### src/rtl/frame_sequencer_pkg.sv
// frame_sequencer_pkg: FSM states and shared constants for the frame sequencer
package frame_sequencer_pkg;
    typedef enum logic [1:0] {S_IDLE, S_REQ, S_WAIT, S_MOVE} state_t;
    localparam int NUM_CLIENTS = 3;
    localparam logic [2:0] BLACK = 3'b000;
    localparam logic [1:0] CL_PLAT = 2'd0;
    localparam logic [1:0] CL_BALL = 2'd1;
    localparam logic [1:0] CL_BRICK = 2'd2;
endpackage

### src/rtl/frame_sequencer_timer.sv
// frame_timer: free-running frame down-counter producing a one-cycle frame_tick
// ports: clk, resetn (async, active-low) in; frame_tick out (high while count is 0)
module frame_timer #(
    parameter int FRAME_CYCLES = 833334
) (
    input  logic clk,
    input  logic resetn,
    output logic frame_tick
);
    localparam int CW = $clog2(FRAME_CYCLES);
    localparam logic [CW-1:0] LAST = CW'(FRAME_CYCLES - 1);
    logic [CW-1:0] cnt_q, cnt_d;
    always_comb begin
        frame_tick = cnt_q == '0;
        cnt_d = frame_tick ? LAST : cnt_q - 1'b1;
    end
    always_ff @(posedge clk or negedge resetn)
        if (!resetn) cnt_q <= LAST;
        else cnt_q <= cnt_d;
endmodule

### src/rtl/frame_sequencer.sv
// frame_sequencer: per-frame erase/move/redraw scheduler and VGA pixel multiplexer
// ports: clk, resetn (async, active-low), pause, cN_x/cN_y/cN_colour/cN_wren from the
// platform(0)/ball(1)/bricks(2) drawers; draw/move requests to them; registered
// vga_x/vga_y/vga_colour/vga_plot; frame_tick, busy and sticky overrun status
module frame_sequencer
    import frame_sequencer_pkg::*;
#(
    parameter int FRAME_CYCLES = 833334,
    parameter int TIMEOUT_CYCLES = 1024
) (
    input  logic                   clk,
    input  logic                   resetn,
    input  logic                   pause,
    input  logic [9:0]             c0_x,
    input  logic [9:0]             c0_y,
    input  logic [2:0]             c0_colour,
    input  logic                   c0_wren,
    input  logic [9:0]             c1_x,
    input  logic [9:0]             c1_y,
    input  logic [2:0]             c1_colour,
    input  logic                   c1_wren,
    input  logic [9:0]             c2_x,
    input  logic [9:0]             c2_y,
    input  logic [2:0]             c2_colour,
    input  logic                   c2_wren,
    output logic [NUM_CLIENTS-1:0] draw,
    output logic                   move,
    output logic [9:0]             vga_x,
    output logic [9:0]             vga_y,
    output logic [2:0]             vga_colour,
    output logic                   vga_plot,
    output logic                   frame_tick,
    output logic                   busy,
    output logic                   overrun
);
    localparam int TW = $clog2(TIMEOUT_CYCLES);
    localparam logic [TW-1:0] T_LAST = TW'(TIMEOUT_CYCLES - 1);
    state_t state_q, state_d;
    logic [1:0] idx_q, idx_d;
    logic erase_q, erase_d, seen_q, seen_d, overrun_q, overrun_d;
    logic [TW-1:0] tcnt_q, tcnt_d;
    logic [9:0] vga_x_q, vga_x_d, vga_y_q, vga_y_d, sel_x, sel_y;
    logic [2:0] vga_colour_q, vga_colour_d, sel_colour;
    logic vga_plot_q, vga_plot_d, sel_wren, in_wait, done;

    frame_timer #(.FRAME_CYCLES(FRAME_CYCLES)) u_timer (
        .clk(clk),
        .resetn(resetn),
        .frame_tick(frame_tick)
    );

    always_comb begin
        sel_x = idx_q == CL_PLAT ? c0_x : idx_q == CL_BALL ? c1_x : c2_x;
        sel_y = idx_q == CL_PLAT ? c0_y : idx_q == CL_BALL ? c1_y : c2_y;
        sel_colour = idx_q == CL_PLAT ? c0_colour : idx_q == CL_BALL ? c1_colour : c2_colour;
        sel_wren = idx_q == CL_PLAT ? c0_wren : idx_q == CL_BALL ? c1_wren : c2_wren;
        // a client only finishes after it has actually written, so an early low wren is ignored
        done = (seen_q & ~sel_wren) | (tcnt_q == T_LAST);
    end

    always_ff @(posedge clk or negedge resetn)
        if (!resetn) begin
            state_q <= S_IDLE;
            idx_q <= CL_PLAT;
            erase_q <= 1'b0;
            seen_q <= 1'b0;
            tcnt_q <= '0;
            overrun_q <= 1'b0;
            vga_x_q <= '0;
            vga_y_q <= '0;
            vga_colour_q <= BLACK;
            vga_plot_q <= 1'b0;
        end else begin
            state_q <= state_d;
            idx_q <= idx_d;
            erase_q <= erase_d;
            seen_q <= seen_d;
            tcnt_q <= tcnt_d;
            overrun_q <= overrun_d;
            vga_x_q <= vga_x_d;
            vga_y_q <= vga_y_d;
            vga_colour_q <= vga_colour_d;
            vga_plot_q <= vga_plot_d;
        end

    always_comb begin
        state_d = state_q;
        idx_d = idx_q;
        erase_d = erase_q;
        seen_d = seen_q;
        tcnt_d = tcnt_q;
        overrun_d = overrun_q | (frame_tick & (state_q != S_IDLE));
        case (state_q)
            S_IDLE:
                if (frame_tick & ~pause) begin
                    idx_d = CL_PLAT;
                    erase_d = 1'b1;
                    state_d = S_REQ;
                end
            S_REQ: begin
                seen_d = 1'b0;
                tcnt_d = '0;
                state_d = S_WAIT;
            end
            S_WAIT: begin
                seen_d = seen_q | sel_wren;
                tcnt_d = tcnt_q + 1'b1;
                if (done) begin
                    idx_d = idx_q == CL_BRICK ? CL_PLAT : idx_q + 1'b1;
                    state_d = idx_q != CL_BRICK ? S_REQ : erase_q ? S_MOVE : S_IDLE;
                end
            end
            S_MOVE: begin
                erase_d = 1'b0;
                idx_d = CL_PLAT;
                state_d = S_REQ;
            end
            default: state_d = S_IDLE;
        endcase
    end

    always_comb begin
        in_wait = state_q == S_WAIT;
        draw = state_q == S_REQ ? NUM_CLIENTS'(1) << idx_q : '0;
        move = state_q == S_MOVE;
        busy = state_q != S_IDLE;
        vga_plot_d = in_wait & sel_wren;
        vga_x_d = in_wait ? sel_x : '0;
        vga_y_d = in_wait ? sel_y : '0;
        vga_colour_d = (!in_wait || erase_q) ? BLACK : sel_colour;
        vga_x = vga_x_q;
        vga_y = vga_y_q;
        vga_colour = vga_colour_q;
        vga_plot = vga_plot_q;
        overrun = overrun_q;
    end
endmodule

### config.mk
export PLATFORM = sky130hd
export DESIGN_NAME = frame_sequencer
export DESIGN_NICKNAME = d
export VERILOG_FILES = /design/src/rtl/frame_sequencer_pkg.sv /design/src/rtl/frame_sequencer_timer.sv /design/src/rtl/frame_sequencer.sv
export SDC_FILE = /design/constraint.sdc
export NUM_CORES = 1
export LEC_CHECK = 0
export CAP_MARGIN = 25
export CORE_MARGIN = 4
export CORE_UTILIZATION = 50
export DETAILED_ROUTE_END_ITERATION = 16
export DONT_BUFFER_PORTS = 1
export PLACE_DENSITY_LB_ADDON = 0.08
export SLEW_MARGIN = 20
export SYNTH_ARGS = -nofsm -noshare
export SYNTH_HDL_FRONTEND = slang
export SYNTH_HIERARCHICAL = 1
export SYNTH_SLANG_ARGS = --single-unit
### constraint.sdc
create_clock -name clk -period 4 [get_ports clk]
set_input_delay 0.6 -clock clk [delete_from_list [all_inputs] [get_ports clk]]
set_output_delay 0.6 -clock clk [all_outputs]
set_load 0.05 [all_outputs]
==> metrics.md <==
| Metric | Value |
|---|---|
| CTS max path bufs | `2` |
| CP Capture Type | `flip-flop` |
| GRT overflow | `0` |
| Mapped Area | `between 3000 and 4000 µm²` |
| H-Tree Depth | `3` |
| Top cell type's share of synthesized area | `38.4%` |
| CTS tree | `yes` |
| Vias in the first global route | `2,416` |
| Syn_area_per_cell | `9.49 µm²` |
| Unique cell type count in the Yosys netlist | `49` |
| R2R depth | `9` |
| Synth Instances | `337` |
| Internal power | `1.14 mW` |
| Comb power frac | `30.5%` |
| Die area | `a little under 8000 µm²` |
| PwrDens | `565 nW/µm²` |
| DRT Wirelength | `7160 µm` |
| Yosys Warn Count | `6` |
| Hold WC Path Type | `input port to async pin` |
| Worst slew pin tran | `roughly 0.86 ns` |
| Initial Util | `52.7%` |
| Tot GR Track Use | `19.5%` |
| Max Freq | `323 MHz` |
| Post-layout min period | `3.10 ns` |
| Setup tns final | `0 ns` |
| # rows | `28` |
| WHS | `0.101 ns` |
| Worst skew pair latency | `0.33 ns` |
| Port Buffers | `0` |
| # IOs | `approximately 110` |
| Flop2flop setup slack | `~0.9 ns` |
| Data arrival, critical path | `between 3 and 4 ns` |
| Max-slew headroom | `42.1%` |
| Post-CTS setup buffer count | `0` |
| Part of the cycle the worst path needs | `roughly 77%` |
| Antenna violations before repair | `0` |
| Critical Path Start | `u_timer/cnt_q[3]` |
| Clk root buf | `clkbuf_8` |
| TritonCTS Sinks | `between 60 and 70` |
| Post-DP HPWL | `a little under 5000 µm` |
| Area leader, netlist | `dfrtp_1` |
| Area grow syn2layout | `8.26%` |
| Clk pwr share | `25.9%` |
| Router iterations before antenna repair | `4` |
| Core box area | `6060 µm²` |
| Synth Flop Type | `dfrtp_1` |
| First-pass GRT wire length | `between 10,000 and 15,000 µm` |
| Filler Cell Count | `542` |
| Largest net degree at the start of global routing | `50` |
| Worst flop-to-flop path startpoint | `u_timer/cnt_q[3]` |
| ANT cells | `0` |
| Final ANT Viol Nets | `0` |
| RSZ-0062 raised after global routing | `no` |
| Most frequent cells in the layout | `nor2_1 (64), dfrtp_1 (49), a21oi_1 (29)` |
| Placer Congestion | `0.818` |
| #FFs+latches synth | `61` |
| Critical Path Start Type | `flip-flop` |
| Max Cap Violations | `0` |
| Synth area leaders | `dfrtp_1 (38%), dfstp_2 (9.9%), mux2i_1 (7.8%), nor2_1 (7.5%), a21oi_1 (4.5%)` |
| Ys async rst share | `100%` |
| Multi-input gate area | `1550 µm²` |
| # DRC | `0` |
| Crit-path max FO | `11` |
| DRT iter0 DRCs | `89` |
| Clock slew at reported path FFs | `0.08 ns` |
| Die Y | `roughly 90 µm` |
| Outcome | `complete, no violations` |
| Sequential power share | `43.6%` |
| Worst EP required | `roughly 4.3 ns` |
| Post-CTS resize count | `0` |
| Die W | `88.0 µm` |
| Endpoints failing hold | `0` |
| Worst VDD drop | `0.287 mV` |
| Most common cell after layout, fill and taps aside | `nor2_1` |
| Slew Limit Fails | `0` |
| Num CTS Buffers | `9` |
| Mapped Nets | `419` |
| Seq/Total Area, Yosys | `between 40% and 50%` |
| CP Class | `flip-flop to flip-flop` |
| Sw frac | `between 40% and 50%` |
| DR vias/cell | `5.70` |
| Sequential Area | `1540 µm²` |
| Avg WL per Cell | `17.2 µm` |
| # setup viols final | `0` |
| Total number of vias | `2,378` |
| Post-synth EDFFs | `0` |
| Nets | `419` |
| Psw | `0.819 mW` |
| Final Skew | `between 0.01 and 0.015 ns` |
| Static Leak | `1.49 nW` |
| Layout cells sized above 1 | `14.0%` |
| Capture point of the worst reg-to-reg path | `idx_q[0]` |
==> flip-flops by register name, indices dropped and copies added, names as in the netlist <==
register / cells
vga_x: 10
vga_y: 10
vga_plot: 1
state_q: 2
u_timer/cnt_q: 20
overrun: 1
erase_q: 1
tcnt_q: 10
vga_colour: 3
seen_q: 1
idx_q: 2
==> synthesized netlist by cell type, types with 6 or more instances <==
master     n
nor2_1    64
nand2_1   27
ha_1       7
nand3_1   12
o21ai_0    8
mux2i_1   25
a21oi_1   29
xor2_1     8
inv_1      9
o21ai_1    6
dfrtp_1   49
clkbuf_1  10
dfstp_2   12
==> cell type report <==
type / instances / area share [%]
Clock buffer: 10 / 3.98
Clock inverter: 6 / 1.30
Tap cell: 75 / 2.71
Timing Repair Buffer: 4 / 1.45
Sequential cell: 61 / 44.5
Inverter: 12 / 1.30
Multi-Input combinational cell: 249 / 44.7
==> worst max path at each step <==
| stage | to | cells after the start | slack [ns] |
|---|---|---|---|
| floorplan | idx_q[0] | 9 | 0.97 |
| global placement | idx_q[0] | 9 | 1.03 |
| detailed placement | idx_q[0] | 9 | 0.98 |
| CTS | frame_tick | 5 | 0.91 |
| global route | idx_q[0] | 9 | 0.71 |
| finish | idx_q[0] | 9 | 0.90 |
==> critical path, stage by stage, from the launching register on <==
cell       delay (ns)
dfrtp_1          0.44
or4_1            0.55
or3_4            0.36
or3_4            0.46
inv_2            0.08
nor2b_1          0.22
nor2_1           0.13
or4_1            0.43
a21oi_1          0.18
a2bb2oi_1        0.16
==> power by group through the flow <==
stage / combinational [mW] / sequential, mW / clock [mW]
final: 0.596 / 0.852 / 0.507
after global placement: 0.578 / 0.865 / 0
after detailed placement: 0.586 / 0.865 / 0
after floorplan: 0.495 / 0.854 / 0
after CTS: 0.602 / 0.854 / 0.522
after global routing: 0.669 / 0.860 / 0.548
==> cells by family after synthesis <==
logic type / synth area share (%)
AO/OA/AOI/OAI: 12.0
AND/OR/NAND/NOR: 21.1
XOR/XNOR: 3.01
adder cells (fa/ha/maj): 2.74
buffers and inverters: 3.52
flip-flops: 48.2
multiplexers: 9.35
==> through the flow <==
step | power (mW) | std cells | area (µm²) | util (%) | worst slack (ns)
after detailed placement | 1.45 | 400 | 3250 | 53.6 | 0.978
final | 1.96 | 417 | 3460 | 57.1 | 0.901
after CTS | 1.98 | 417 | 3460 | 57.1 | 0.914
after floorplan | 1.35 | 337 | 3200 | - | 0.968
after global placement | 1.44 | 400 | 3250 | 53.6 | 1.03
after global routing | 2.08 | 417 | 3460 | 57.1 | 0.715
==> metal layers <==
layer,track usage [%],vias to the layer above,share of wire (%)
met3,5.08,8,6.2
met4,7.67,0,1.1
met1,25.5,1135,43
met5,0,-,0
met2,31.0,64,50
li1,-,1171,-
==> what timing repair did <==
action / CTS / global route
endpoints found under the hold margin: 49 / 0
setup endpoints to repair: 0 / 0
hold buffers: 1 / 0
(Power assumes the default switching activity.)
==> patch 1 (config.mk and constraints unchanged) <==
Encoding of `state_t`: now one-hot (4 bits for 4 states).
--- a/src/rtl/frame_sequencer_pkg.sv
+++ b/src/rtl/frame_sequencer_pkg.sv
@@ -1,6 +1,6 @@
 // frame_sequencer_pkg: FSM states and shared constants for the frame sequencer
 package frame_sequencer_pkg;
-    typedef enum logic [1:0] {S_IDLE, S_REQ, S_WAIT, S_MOVE} state_t;
+    typedef enum logic [3:0] {S_IDLE = 4'b0001, S_REQ = 4'b0010, S_WAIT = 4'b0100, S_MOVE = 4'b1000} state_t;
     localparam int NUM_CLIENTS = 3;
     localparam logic [2:0] BLACK = 3'b000;
     localparam logic [1:0] CL_PLAT = 2'd0;
Function: no difference found for any inputs over 10 cycles, from zero or initial values and one cycle with resetn low; not proved beyond that.
==> patch 1 against the original RTL <==
- global-route usage is 1.4 points lower
- largest cell class is now registers
- synthesized cell count is 4.2% lower
- sequential share of layout area is 0.84 points higher
- worst setup slack better by 41 ps
- area after synthesis hardly changed
- wire length is 5.5% lower
- sequential cell count is 2 higher
- highest routed layer unchanged
- final area is 1.4% higher
Power is not compared: it rests on default switching activity, and its combinational part moved more than twofold at a synthesized area within 25%.
==> patch 1: results <==
setup_path:
  cp.arrival_ps: 2460
layout:
  final_cells: 407
  num-fill-cells: 554
  drive_gt1_share_pct: 16.0
drt:
  vias: 2290
  drt-total-wl_mm: 6.77
  routed-wl-met3_um: 340
  routedLengthMet1_mm: 2.96
synthesis:
  synth_common_cells: "58 x nor2_1, 50 x dfrtp_1, 30 x mux2i_1, 30 x nand2_1, 26 x a21oi_1"
  synthXorXnorAreaFrac_pct: 3.01
  synthDistinctLibCells: 50
  syn_inst: 323
  syn-num-nets: 401
  synth_area_leaders: "dfrtp_1 39%, dfstp_2 11%, mux2i_1 9.4%, nor2_1 6.8%, a21oi_1 4.1%"
sta:
  whs_ps: 114
  worst_slack_ps: 943
global_routing:
  use_met1_pct: 23.8
  grt_pass1_wl_mm: 11.0
  grt_max_degree: 51
  track_usage_pct: 18.1
  met3_usage_pct: 3.95
run_status:
  status: "complete, no violations"
place:
  placed_cell_area_um2: 3270
  hpwl_mm: 4.71
  pre_cts_ws_ps: 1130
  gp_congestion: 0.821
[patch 1: changes by cell type after synthesis, moves of 3 or more]
cell      delta
clkbuf_1     -7
buf_1        +3
nor2_1       -6
inv_1        -4
o21ai_0      -3
nand2_1      +3
nor4b_2      +3
nor3_1       +6
a21oi_1      -3
mux2i_1      +5
ha_1         -4
[patch 1: area by class of cell]
cell class | instances | area, um2 | area share, %
Clock inverter | 6 | 85.1 | 2.42
Timing Repair Buffer | 7 | 72.6 | 2.07
Tap cell | 75 | 93.8 | 2.67
Clock buffer | 10 | 128 | 3.64
Inverter | 6 | 22.5 | 0.642
Sequential cell | 63 | 1590 | 45.4
Multi-Input combinational cell | 240 | 1520 | 43.2
[patch 1: where the power goes]
part           switching [uW]  total (uW)  internal (uW)
clock network             239         588            349
registers                   0         638            638
logic                    18.9        31.4           12.5
total                     258        1260            999
==> patch 2 (same settings) <==
Made on the original files. Set the parameter `TIMEOUT_CYCLES` to 512 (it was 1024).
--- a/src/rtl/frame_sequencer.sv
+++ b/src/rtl/frame_sequencer.sv
@@ -6,7 +6,7 @@
     import frame_sequencer_pkg::*;
 #(
     parameter int FRAME_CYCLES = 833334,
-    parameter int TIMEOUT_CYCLES = 1024
+    parameter int TIMEOUT_CYCLES = 512
 ) (
     input  logic                   clk,
     input  logic                   resetn,
Formal check against the unedited RTL: same outputs for any inputs over 10 cycles, from zero or initial values and one cycle with resetn low; that may be too few to reach the edited logic, so the function may still have changed.
==> patch 2 against the original RTL <==
- worst hold slack better by 1.0 ps
- area after synthesis is 1.3% lower
- first-iteration DRC count is 3.4% lower
- power is 5.9% higher
- final area is 0.11% higher
- worst setup slack better by 40 ps
- wire length is 4.3% lower
- sequential cell count is 1 lower
- sequential share of layout area is 0.77 points lower
- critical path type is now reg -> out
- critical endpoint is now frame_tick
- largest cell class is now registers
- largest power group unchanged
==> patch 2: results <==
synthesis:
  syn_inst: 329
  synth_area_leaders: "dfrtp_1 38%, dfstp_2 10%, mux2i_1 7.9%, nor2_1 7.3%, a21oi_1 4.6%"
  yosys-mux-area-fraction_pct: 10.1
  syn-num-nets: 412
place:
  placed_cell_area_um2: 3200
  gp_congestion: 0.784
  hpwl_mm: 4.85
  dpl.cell_count: 392
power_and_ir_drop:
  peakVddDrop_uv: 413
  p_clk_share_pct: 31.7
  p_switching_uw: 790
  leakage_uw: 0.00150
  internal_power_uw: 1280
  pg_comb_uw: 547
global_routing:
  track_usage_pct: 18.2
  grt_max_degree: 49
  grt_pass1_wl_mm: 10.7
  met3_usage_pct: 6.34
  grt_pass1_vias: 2147
  grtUsageMet2_pct: 28.8
layout:
  seq_cell_count: 60
  area_share_clock_buf_inv_pct: 6.90
  multi_input_area_share_pct: 43.8
  drive_gt1_share_pct: 14.1
  seq_share_pct: 43.8
  syn_to_final_growth_pct: 9.79
  num-fill-cells: 533
  stdcell_area_um2: 3460
  buf_share_pct: 1.44
drt:
  route.met2.wl_mm: 3.42
  drt_iter0_drc: 86
  wl_per_cell_um: 16.8
  vias: 2301
run_status:
  status: "complete, no violations"
setup_path:
  cp.arrival_ps: 2460
  critical_path_class: "reg -> out"
  r2r_setup_slack_ps: 1000
  crit_path_end: "frame_tick"
sta:
  finalClockSkew_ps: 4.80
patch 2: cell count changes in the layout (fill, tap and decap cells not counted), moves of 3 or more:
| cell | unedited run | this run |
|---|---|---|
| nand2_1 | 27 | 23 |
| nand2b_1 | 3 | 6 |
| inv_1 | 9 | 12 |
| nor3_1 | 1 | 7 |
| a22o_1 | 4 | 1 |
| o21ai_1 | 6 | 1 |
| o21ai_0 | 8 | 11 |
| bufinv_16 | 0 | 3 |
| nor2_1 | 64 | 61 |
patch 2: per-stage QoR:
step	setup slack, ps	hold WS, ps
6_report	941	102
4_1_cts	918	91.1
5_1_grt	835	76.6
3_5_place_dp	990	307
2_1_floorplan	1270	304
3_3_place_gp	1050	306
patch 2: worst reg2reg max path: cells and delay by family (launching register included):
kind / cells / cell delay (ps)
AO/OA/AOI/OAI: 1 / 200
buffers and inverters: 1 / 320
multiplexers: 1 / 310
flip-flops: 1 / 430
AND/OR/NAND/NOR: 5 / 1650
